`config.mk`:
```
export PLATFORM = sky130hd
export DESIGN_NAME = fetch_stage
export DESIGN_NICKNAME = d
export VERILOG_FILES = /design/src/rtl/rv_pkg.sv /design/src/rtl/fetch_out_reg.sv /design/src/rtl/fetch_stage.sv
export SDC_FILE = /design/constraint.sdc
export NUM_CORES = 1
export LEC_CHECK = 0
export ABC_CLOCK_PERIOD_IN_PS = 2350
export BUFFER_PORTS_ARGS = -buffer_cell sky130_fd_sc_hd__buf_2
export CORE_MARGIN = 8
export CORE_UTILIZATION = 54
export CTS_CLUSTER_DIAMETER = 50
export DETAILED_ROUTE_END_ITERATION = 8
export GPL_TIMING_DRIVEN = 0
export PLACE_DENSITY_LB_ADDON = 0.15
export SYNTH_ARGS = -nofsm -noshare
export SYNTH_HDL_FRONTEND = slang
export SYNTH_HIERARCHICAL = 1
export SYNTH_SLANG_ARGS = --single-unit
```
`constraint.sdc`:
```
create_clock -name clk -period 2.35 [get_ports clk]
set_input_delay 0.235 -clock clk [delete_from_list [all_inputs] [get_ports clk]]
set_output_delay 0.235 -clock clk [all_outputs]
set_load 0.02 [all_outputs]
```
`src/rtl/rv_pkg.sv`:
```
// Shared RV32 pipeline definitions: opcodes, canonical NOP and fetch FSM states.
package rv_pkg;

  localparam logic [6:0]  OP_RTYPE  = 7'b0110011;
  localparam logic [6:0]  OP_LOAD   = 7'b0000011;
  localparam logic [6:0]  OP_STORE  = 7'b0100011;
  localparam logic [6:0]  OP_BRANCH = 7'b1100011;
  localparam logic [31:0] INSTR_NOP = 32'h0000_0013;

  typedef enum logic [1:0] {
    S_REQ,
    S_WAIT,
    S_HOLD,
    S_DRAIN
  } fetch_state_t;

  // Major opcode field of an RV32 instruction word.
  function automatic logic [6:0] opcode_of(input logic [31:0] instr);
    return instr[6:0];
  endfunction

endpackage

```
`src/rtl/fetch_out_reg.sv`:
```
// Decode-facing output register with a one-entry skid and flush.
module fetch_out_reg #(
  parameter int unsigned XLEN = 32
) (
  input  logic            clk,
  input  logic            rst_n,
  input  logic            flush,
  input  logic            enq_valid,
  input  logic [XLEN-1:0] enq_pc,
  input  logic [XLEN-1:0] enq_instr,
  input  logic            id_ready,
  output logic            id_valid,
  output logic [XLEN-1:0] id_pc,
  output logic [XLEN-1:0] id_instr,
  output logic            slot_free,
  output logic            skid_valid
);

  logic [XLEN-1:0] skid_pc;
  logic [XLEN-1:0] skid_instr;

  assign slot_free = !id_valid || id_ready;

  // Output/skid update: flush first, then skid drain, then fresh load or skid capture, then plain consume.
  always_ff @(posedge clk) begin
    if (!rst_n) begin
      id_valid   <= 1'b0;
      id_pc      <= '0;
      id_instr   <= '0;
      skid_valid <= 1'b0;
      skid_pc    <= '0;
      skid_instr <= '0;
    end else if (flush) begin
      id_valid   <= 1'b0;
      skid_valid <= 1'b0;
    end else if (skid_valid && id_ready) begin
      id_valid   <= 1'b1;
      id_pc      <= skid_pc;
      id_instr   <= skid_instr;
      skid_valid <= 1'b0;
    end else if (enq_valid && slot_free) begin
      id_valid <= 1'b1;
      id_pc    <= enq_pc;
      id_instr <= enq_instr;
    end else if (enq_valid) begin
      skid_valid <= 1'b1;
      skid_pc    <= enq_pc;
      skid_instr <= enq_instr;
    end else if (id_valid && id_ready) begin
      id_valid <= 1'b0;
    end
  end

endmodule

```
`src/rtl/fetch_stage.sv`:
```
// RV32 instruction fetch: PC, single-outstanding imem requests, redirect handling.
module fetch_stage
  import rv_pkg::*;
#(
  parameter logic [31:0] RESET_PC = 32'h0000_0000,
  parameter int unsigned XLEN     = 32
) (
  input  logic            clk,
  input  logic            rst_n,
  output logic            imem_req_valid,
  output logic [XLEN-1:0] imem_req_addr,
  input  logic            imem_req_ready,
  input  logic            imem_rsp_valid,
  input  logic [XLEN-1:0] imem_rsp_data,
  input  logic            redirect_valid,
  input  logic [XLEN-1:0] redirect_pc,
  output logic            id_valid,
  input  logic            id_ready,
  output logic [XLEN-1:0] id_pc,
  output logic [XLEN-1:0] id_instr,
  output logic [6:0]      id_opcode
);

  fetch_state_t    state, state_nxt;
  logic [XLEN-1:0] pc, pc_nxt;
  logic            enq_valid;
  logic            slot_free;
  logic            skid_valid;

  assign imem_req_addr = pc;
  assign id_opcode     = opcode_of(id_instr);

  // State and PC registers.
  always_ff @(posedge clk) begin
    if (!rst_n) begin
      state <= S_REQ;
      pc    <= RESET_PC;
    end else begin
      state <= state_nxt;
      pc    <= pc_nxt;
    end
  end

  // Next state, next PC and request/response steering; redirect overrides the normal flow.
  always_comb begin
    state_nxt      = state;
    pc_nxt         = pc;
    imem_req_valid = 1'b0;
    enq_valid      = 1'b0;
    case (state)
      S_REQ: begin
        imem_req_valid = rst_n;
        if (imem_req_ready) state_nxt = S_WAIT;
      end
      S_WAIT: begin
        if (imem_rsp_valid) begin
          enq_valid = 1'b1;
          if (slot_free) begin
            pc_nxt    = pc + XLEN'(4);
            state_nxt = S_REQ;
          end else begin
            state_nxt = S_HOLD;
          end
        end
      end
      S_HOLD: begin
        if (id_ready) begin
          pc_nxt    = pc + XLEN'(4);
          state_nxt = S_REQ;
        end
      end
      S_DRAIN: begin
        if (imem_rsp_valid) state_nxt = S_REQ;
      end
      default: state_nxt = S_REQ;
    endcase
    // A stale request still in memory forces a drain before the next request.
    if (redirect_valid) begin
      pc_nxt    = {redirect_pc[XLEN-1:2], 2'b00};
      enq_valid = 1'b0;
      case (state)
        S_REQ:   state_nxt = imem_req_ready ? S_DRAIN : S_REQ;
        S_WAIT:  state_nxt = imem_rsp_valid ? S_REQ : S_DRAIN;
        S_HOLD:  state_nxt = S_REQ;
        S_DRAIN: state_nxt = imem_rsp_valid ? S_REQ : S_DRAIN;
        default: state_nxt = S_REQ;
      endcase
    end
  end

  fetch_out_reg #(.XLEN(XLEN)) u_out (
    .clk        (clk),
    .rst_n      (rst_n),
    .flush      (redirect_valid),
    .enq_valid  (enq_valid),
    .enq_pc     (pc),
    .enq_instr  (imem_rsp_data),
    .id_ready   (id_ready),
    .id_valid   (id_valid),
    .id_pc      (id_pc),
    .id_instr   (id_instr),
    .slot_free  (slot_free),
    .skid_valid (skid_valid)
  );

endmodule

```
=== After elaboration in Yosys (flattened, before gate mapping) ===
Cells that the tools add are included.
W data, S select, Z words.

* Add/sub/neg operators: 1
* Equal/unequal tests: 12
* Mux-type cells: 27
* Bitwise operators: 4
* Reduce and logical (&&, ||, !) cells: 20

{| class="wikitable"
|+ Operator list
! cell !! count
|-
| $mux W32 || 8
|-
| $pmux W32 S2 || 1
|-
| $add A32 B3 Y32 const B || 1
|-
| $mux W2 || 8
|-
| $reduce_and A4 Y1 || 4
|-
| $ne A3 B3 Y1 const B || 5
|-
| $mux W1 || 8
|-
| $pmux W2 S4 || 1
|-
| $pmux W2 S3 || 1
|-
| $reduce_and A2 Y1 || 3
|-
| $reduce_bool A3 Y1 || 2
|-
| $eq A2 B2 Y1 const B || 2
|-
| $ne A2 B2 Y1 const B || 2
|-
| $not A1 Y1 || 4
|-
| $reduce_bool A2 Y1 || 2
|-
| $reduce_or A2 Y1 || 2
|-
| $logic_and A1 B1 Y1 || 3
|-
| $ne A3 B2 Y1 const B || 1
|-
| $reduce_or A3 Y1 || 1
|-
| $eq A2 B1 Y1 const B || 1
|-
| $logic_not A2 Y1 || 1
|-
| $ne A2 B1 Y1 const B || 1
|-
| $logic_not A1 Y1 || 1
|-
| $logic_or A1 B1 Y1 || 1
|}

* Register bits: 164
* Input port bits: 70
* Output and inout port bits: 105
* Word-level logic and storage cells: 73

=== Longest topological paths before layout ===
Gate-level depths: netlist of run 1.

* Depth after elaboration: 6
* Depth in mapped cells: 8
* Mapped depth without buffers: 5

=== By module ===
Netlist of run 1, hierarchy kept.

{| class="wikitable"
|+ Modules (own cells, without submodules)
! module !! instances !! cells each !! area an instance (um2) !! seq. area each (um2)
|-
| fetch_out_reg || 1 || 668 || 5,437.7 || 2,602.5
|-
| fetch_stage || 1 || 270 || 2,149.6 || 640.6
|}

=== Worst setup path before layout of run 1 ===
Ideal clock, no wire load.

* Kind: input port to flip-flop
* From: input id_ready
* To: register pc[18] (netlist: imem_req_addr[18])
* Library setup time: 0.074 ns
* Arrival: 2.061 ns
* Slack: 0.215 ns
* Stages on the path: 8
* Path buffers: 3
* Cells stage by stage: buf_2 buf_2 nand2b_1 nand4b_4 a211o_2 clkbuf_1 or4_1 a31oi_1

* Longest elaborated chain between the ends: 3

{| class="wikitable"
|+ Ends and longest elaborated chain
! element !! RTL line !! source
|-
| start, declared || fetch_stage.sv:18 || <nowiki>input logic id_ready,</nowiki>
|-
| $logic_or A1 B1 Y1 || fetch_out_reg.sv:22 || <nowiki>assign slot_free = !id_valid || id_ready;</nowiki>
|-
| named net slot_free || fetch_stage.sv:27 || <nowiki>logic slot_free;</nowiki>
|-
| $ne A3 B2 Y1 (no line) || n/a ||
|-
| $reduce_and A4 Y1 (no line) || n/a ||
|-
| end signal, assigned || fetch_stage.sv:40 || <nowiki>pc <= pc_nxt;</nowiki>
|-
| end, declared || fetch_stage.sv:25 || <nowiki>logic [XLEN-1:0] pc, pc_nxt;</nowiki>
|}

The timed path passes the listed nets, and every way through them passes these cells.
A chain may end at the register's enable or synchronous reset.

=== Worst setup path after layout of run 1 ===
* From: register pc[12] (netlist: imem_req_addr[12])
* To: register pc[24] (netlist: imem_req_addr[24])

* Longest elaborated chain between the ends: 5

{| class="wikitable"
|+ Ends and longest elaborated chain
! element !! RTL line !! source
|-
| $add A32 B3 Y32 (*) || fetch_stage.sv:59, fetch_stage.sv:68 ||
|-
| $mux W32 || fetch_stage.sv:58 || <nowiki>if (slot_free) begin</nowiki>
|-
| $mux W32 || fetch_stage.sv:56 || <nowiki>if (imem_rsp_valid) begin</nowiki>
|-
| $pmux W32 S2 (*) || fetch_stage.sv:50 || <nowiki>case (state)</nowiki>
|-
| $mux W32 (*) || fetch_stage.sv:78 || <nowiki>if (redirect_valid) begin</nowiki>
|}

Every way passes the cells marked *; elsewhere a longest branch is shown, timed or not. The select of a mux whose other input is x is not followed.

==> flow_summary.toml, run 1 <==
[pwr]
ir_worst_vdd_v = 0.000515
power_density_nw_per_um2 = 701
cellLeakagePower_nw = 3.56
power_w = 0.00656

[timing]
tightest_slew_ns = 0.814
hold_ws_ns = 0.0548
finalHoldViolations = 0
finalCritPeriodShare_pct = 96.3
slew_headroom_pct = 45.4
finalMaxSlewViolations = 0
setup_viol = 0
fin_crit_ns = 2.26
timing.fmax_mhz = 442
skew_ns = 0.0122

[die]
ioPinCount = 175
die_x_um = 135
die_area_um2 = 18100
die_y_um = 135
initial_core_util_pct = 54.9
core_um2 = 13800
rows = 43

[finish]
final.fill_count = 1203
seqCellArea_um2 = 3250
nNetsFinal = 1206
diodes = 0
layout_commonest_cell = "nand2_1"
syn_to_final_growth_pct = 23.4
final_cell_mix = "nand2_1, buf_2, dfxtp_1"
multiInputGateArea_um2 = 3860
drive_gt1_share_pct = 24.3

[placement]
gp_congestion = 0.869
dp_hpwl_um = 17200
io_buffer_count = 170

[clocking]
clock-sinks = 162
htree_levels = 4
clockRootBuffer = "clkbuf_16"
clk_latency_ns = 0.43
postCtsHoldBufs = 0
clk_pin_slew_worst_paths_ns = 0.06
cts_buffer_depth = 2
cts_buffers = 17
cts_tree = "done"

[worst_setup_path]
startpoint_type = "flip-flop"
required_ns = 2.70
crit_fanout = 8
criticalPathCategory = "reg2reg"
worstPathArrival_ns = 2.61
cp-end-kind = "flip-flop"

[logic_synthesis]
yosysSeqAreaShare_pct = 42.7
async_reset_ff_share_pct = 0
synthesis.area_um2 = 7590
synth_ff_type = "dfxtp_1"
syn_avg_cell_area_um2 = 8.09
synth_edf_count = 0
synth-seq-cells = 162
synth_warnings = 6
synth.distinct_cells = 68
postSynthCellCount = 938

[route]
viasPerCell = 6.09
drt_iter0_drc = 735
firstDrtPassIters = 5
antenna_left = 0
drt-total-wl_um = 23900
drc = 0
wl_per_cell_um = 18.0
vias = 8081

[global_route]
grt_overflow = 0
grt_pass1_vias = 7564
grt_pass1_wl_um = 38600
antenna_found_initial = 0
grt_max_degree = 17
track_usage_pct = 25.9

[flow_run]
cap_violations = 0

[outcome]
status = "completed"

[min_path]
hold_class = "in2reg"
==> routing by layer <==
| layer | part of all wire, % | global-route usage, % | vias to the layer above |
|---|---|---|---|
| met2 | 46 | 41.5 | 390 |
| met1 | 43 | 33.3 | 3776 |
| li1 | - | - | 3876 |
| met5 | 0 | 0 | - |
| met4 | 1.7 | 8.61 | 0 |
| met3 | 9.6 | 6.61 | 39 |
==> report_power, final <==
part           total (W)  switching, W  internal (W)
Sequential       0.00295      0.000117       0.00283
Clock            0.00287       0.00109       0.00178
Combinational   0.000739      0.000472      0.000267
Total            0.00656       0.00168       0.00488
==> stage by stage <==
stage	util, %	setup TNS (ns)	area [µm²]	std cells	setup slack, ns
finish	67.7	0	9360	1328	0.0865
global route	67.7	-0.00841	9360	1328	-0.00733
CTS	67.3	0	9310	1325	0.0319
detailed placement	62.8	-61.82	8680	1293	-0.580
global placement	62.8	-56.54	8680	1293	-0.525
floorplan	-	0	7610	943	0.215
==> layout make-up <==
cell class | instances | share of cell area (%)
clock inverter | 9 | 1.36
multi-input combinational | 670 | 41.2
sequential | 162 | 34.7
clock buffer | 23 | 5.21
tap | 180 | 2.41
buffer | 105 | 5.53
timing repair buffer | 173 | 9.33
inverter | 6 | 0.241
==> sequential cells by signal, summed over array words and instances, names as in the netlist <==
register	flops
u_out/skid_pc	32
u_out/id_instr	32
imem_req_addr	30
u_out/skid_instr	32
state	2
u_out/id_valid	1
u_out/id_pc	32
u_out/skid_valid	1
==> final timing paths <==
| kind | startpoint | to | slack (ns) | cells after the start |
|---|---|---|---|---|
| worst max-delay path | imem_req_addr[12] | imem_req_addr[24] | 0.09 | 5 |
| worst min-delay path | redirect_pc[2] | imem_req_addr[2] | 0.05 | 3 |
| worst max register to register | imem_req_addr[12] | imem_req_addr[24] | 0.09 | 5 |
| worst min register to register | u_out/skid_instr[15] | u_out/skid_instr[15] | 0.45 | 2 |
==> cell usage after synthesis (3+ instances only) <==
library cell	count	area, µm²
or4_1	7	52.6
nor2_1	12	45.0
o211ai_1	3	22.5
clkbuf_1	44	165
o31ai_1	6	45.0
nand2_1	212	796
nand2b_1	4	25.0
o21ai_0	28	140
a31oi_1	14	87.6
nand3_1	73	365
or3_1	4	25.0
buf_4	10	75.1
nand3b_1	3	22.5
and2_1	3	18.8
nor2b_1	3	18.8
nor3_1	7	35.0
nor4_1	6	37.5
dfxtp_1	162	3240
xnor2_1	4	35.0
a211oi_1	70	526
nand4_1	13	81.3
buf_1	5	18.8
buf_2	43	215
a311oi_1	65	569
a21oi_1	77	385
inv_1	6	22.5
xor2_1	3	26.3
==> kinds of logic after synthesis <==
| group | synth area share [%] |
|---|---|
| adders and majority gates | 0.165 |
| buffers and inverters | 6.98 |
| other | 0.0494 |
| and+or+nand+nor | 22.6 |
| xor gates and xnor gates | 0.808 |
| DFF | 42.7 |
| AOI/OAI and AO/OA | 26.4 |
| muxes | 0.264 |
==> timing repair <==
action                                  4_1_cts  5_1_grt
endpoints found under the setup margin      116       96
setup buffers                                 0        3
pin swaps                                     0        1
gates resized for setup                       2       12
==> critical path, stage by stage (launching register included) <==
cell and delay (ns):
dfxtp_1 0.54, nand4_1 0.21, or3_1 0.38, clkbuf_1 0.19
or4b_2 0.65, a31oi_1 0.20
Note: power is estimated with default switching activity, not from simulation.
==> run 2, diff against run 1 <==
--- a/config.mk
+++ b/config.mk
@@ -5,10 +5,11 @@
 export SDC_FILE = /design/constraint.sdc
 export NUM_CORES = 1
 export LEC_CHECK = 0
+export ABC_AREA = 1
 export ABC_CLOCK_PERIOD_IN_PS = 2350
 export BUFFER_PORTS_ARGS = -buffer_cell sky130_fd_sc_hd__buf_2
 export CORE_MARGIN = 8
-export CORE_UTILIZATION = 54
+export CORE_UTILIZATION = 56
 export CTS_CLUSTER_DIAMETER = 50
 export DETAILED_ROUTE_END_ITERATION = 8
 export GPL_TIMING_DRIVEN = 0
@@ -17,3 +18,4 @@
 export SYNTH_HDL_FRONTEND = slang
 export SYNTH_HIERARCHICAL = 1
 export SYNTH_SLANG_ARGS = --single-unit
+export TNS_END_PERCENT = 100
==> flow_summary.toml, run 2 <==
[placement]
io_buffer_count = 170
gp_congestion = 0.955
dp_hpwl_um = 19000
placed_cell_area_um2 = 9840
post-place-ws_ns = 0.316

[global_route]
grt_pass1_wl_um = 41700
grt_overflow = 0
met2_usage_pct = 42.2
grt_pass1_vias = 8561
met3_usage_pct = 5.57
top_usage_layer = "met2"
grt_max_degree = 17
track_usage_pct = 25.8
antenna_found_initial = 0
met1_usage_pct = 32.5

[timing]
skew_ns = 0.00920
layout_setup_ws_ns = 0.260
finalMaxSlewViolations = 0
setup_viol = 0
fin_crit_ns = 2.09
finalHoldViolations = 0
tightest_slew_ns = 0.873
slew_headroom_pct = 41.8
hold_ws_ns = 0.0923
timing.fmax_mhz = 478
rsz0062_at_grt = "false"
setup_tns_ns = 0
finalCritPeriodShare_pct = 88.9

[logic_synthesis]
async_reset_ff_share_pct = 0
synth_common_cells = "nand2_1, nor2_1, dfxtp_1"
yosysSeqAreaShare_pct = 37.1
synth-seq-cells = 162
synth.distinct_cells = 32
netlist.area_leader.share_pct = 37.1
synth_warnings = 6
synthTopCellsByArea = "dfxtp_1, nand2_1, nor2_1, inv_1, nand4_1"
synth_edf_count = 0
synthesis.area_um2 = 8730
syn_avg_cell_area_um2 = 5.89
yosysMostFrequentCell = "nand2_1"
synth_ff_type = "dfxtp_1"
synth_top_cell_by_area = "dfxtp_1"
postSynthCellCount = 1483

[worst_setup_path]
crit_chain = "inv_2 > nor2_2 > nand2_1 > nor2_1 > clkbuf_1 > buf_2 > nand4_1 > nand2_1 > nor2_1"
cp_num_buf_inv = 3
criticalPathCategory = "reg2reg"
crit_cells = 9
critPathTopFamily = "buffers and inverters"
critPathSlowestCell = "clkbuf_1"
max_stage_delay_ns = 0.52
cp-end-kind = "flip-flop"
ff2ff_path_depth = 9
required_ns = 2.68
startpoint_type = "flip-flop"
worstPathArrival_ns = 2.42
crit_fanout = 10

[clocking]
cts_tree = "done"
clockRootBuffer = "clkbuf_16"
cts_buffer_depth = 2
postCtsHoldBufs = 0
clk_pin_slew_worst_paths_ns = 0.07
cts_buffers = 17
postCtsResizedCells = 0
clock-sinks = 162
clk_latency_ns = 0.43
post-cts-setup-buffers = 0
htree_levels = 4

[route]
firstDrtPassIters = 5
drt-total-wl_um = 26100
antenna_left = 0
wl_per_cell_um = 13.9
drc = 0
drt_iter0_drc = 886
vias = 9500
viasPerCell = 5.06

[finish]
design_area_um2 = 10500
layout_commonest_cell = "nand2_1"
nNetsFinal = 1748
final_cell_mix = "nand2_1, nor2_1, buf_2"
drive_gt1_share_pct = 17.2
syn_to_final_growth_pct = 19.8

[min_path]
holdPathStages = 3
hold_class = "in2reg"

[pwr]
cellLeakagePower_nw = 5.52
power_density_nw_per_um2 = 648
power_w = 0.00678
ir_worst_vdd_v = 0.000528

[die]
die_area_um2 = 19900
die_x_um = 141
core_um2 = 15200
rows = 45
ioPinCount = 175
initial_core_util_pct = 57.5
die_y_um = 141

[flow_run]
cap_violations = 0

[outcome]
status = "completed"
run 2: worst paths after layout:
| check | start | endpoint | slack, ns |
|---|---|---|---|
| worst max-delay path | state[0] | u_out/skid_instr[10] | 0.26 |
| worst min-delay path | redirect_pc[3] | imem_req_addr[3] | 0.09 |
| worst max register to register | state[0] | u_out/skid_instr[10] | 0.26 |
| worst min register to register | u_out/skid_instr[28] | u_out/skid_instr[28] | 0.47 |
run 2: worst min-delay path, stage by stage:
cell	delay, ns
buf_2	0.11
nand2_1	0.06
a31oi_1	0.07
run 2: routing by layer:
metal,wire [µm],up-vias
li1,-,4864
met1,11300,4218
met2,11800,383
met3,2280,35
met4,634,0
met5,0,-
run 2: cell type report:
class	count	area [µm²]
flip-flops and latches	162	3240
clock buffers	20	467
inverters	168	631
multi-input cells	1066	4400
plain buffers	92	484
repair buffers	170	851
diodes	1	2.50
well taps	188	235
clock inverters	12	155
fillers	1422	4740
run 2: where the power goes:
part / leakage [nW] / internal [W] / total (W) / switching (W)
Sequential: 1.31 / 0.00282 / 0.00295 / 0.000128
Combinational: 3.91 / 0.000312 / 0.000893 / 0.000581
Clock: 0.302 / 0.00176 / 0.00293 / 0.00117
Total: 5.52 / 0.00490 / 0.00678 / 0.00188
run 2: through the flow:
| stage | util [%] | instances |
|---|---|---|
| 2_1_floorplan | - | 1488 |
| 3_3_place_gp | 64.7 | 1846 |
| 3_5_place_dp | 64.7 | 1846 |
| 4_1_cts | 68.8 | 1878 |
| 5_1_grt | 68.8 | 1878 |
| 6_report | 68.8 | 1879 |
run 2: kinds of logic (layout without fill, tap and decap cells):
| family | Yosys count | after routing | synth area share, % |
|---|---|---|---|
| other cells | 1 | 7 | 0.0429 |
| flops | 162 | 162 | 37.1 |
| buf+inv | 260 | 462 | 12.8 |
| fa+ha+maj | 1 | 1 | 0.143 |
| xor+xnor | 1 | 1 | 0.100 |
| compound gates | 72 | 72 | 4.37 |
| simple gates | 986 | 986 | 45.5 |
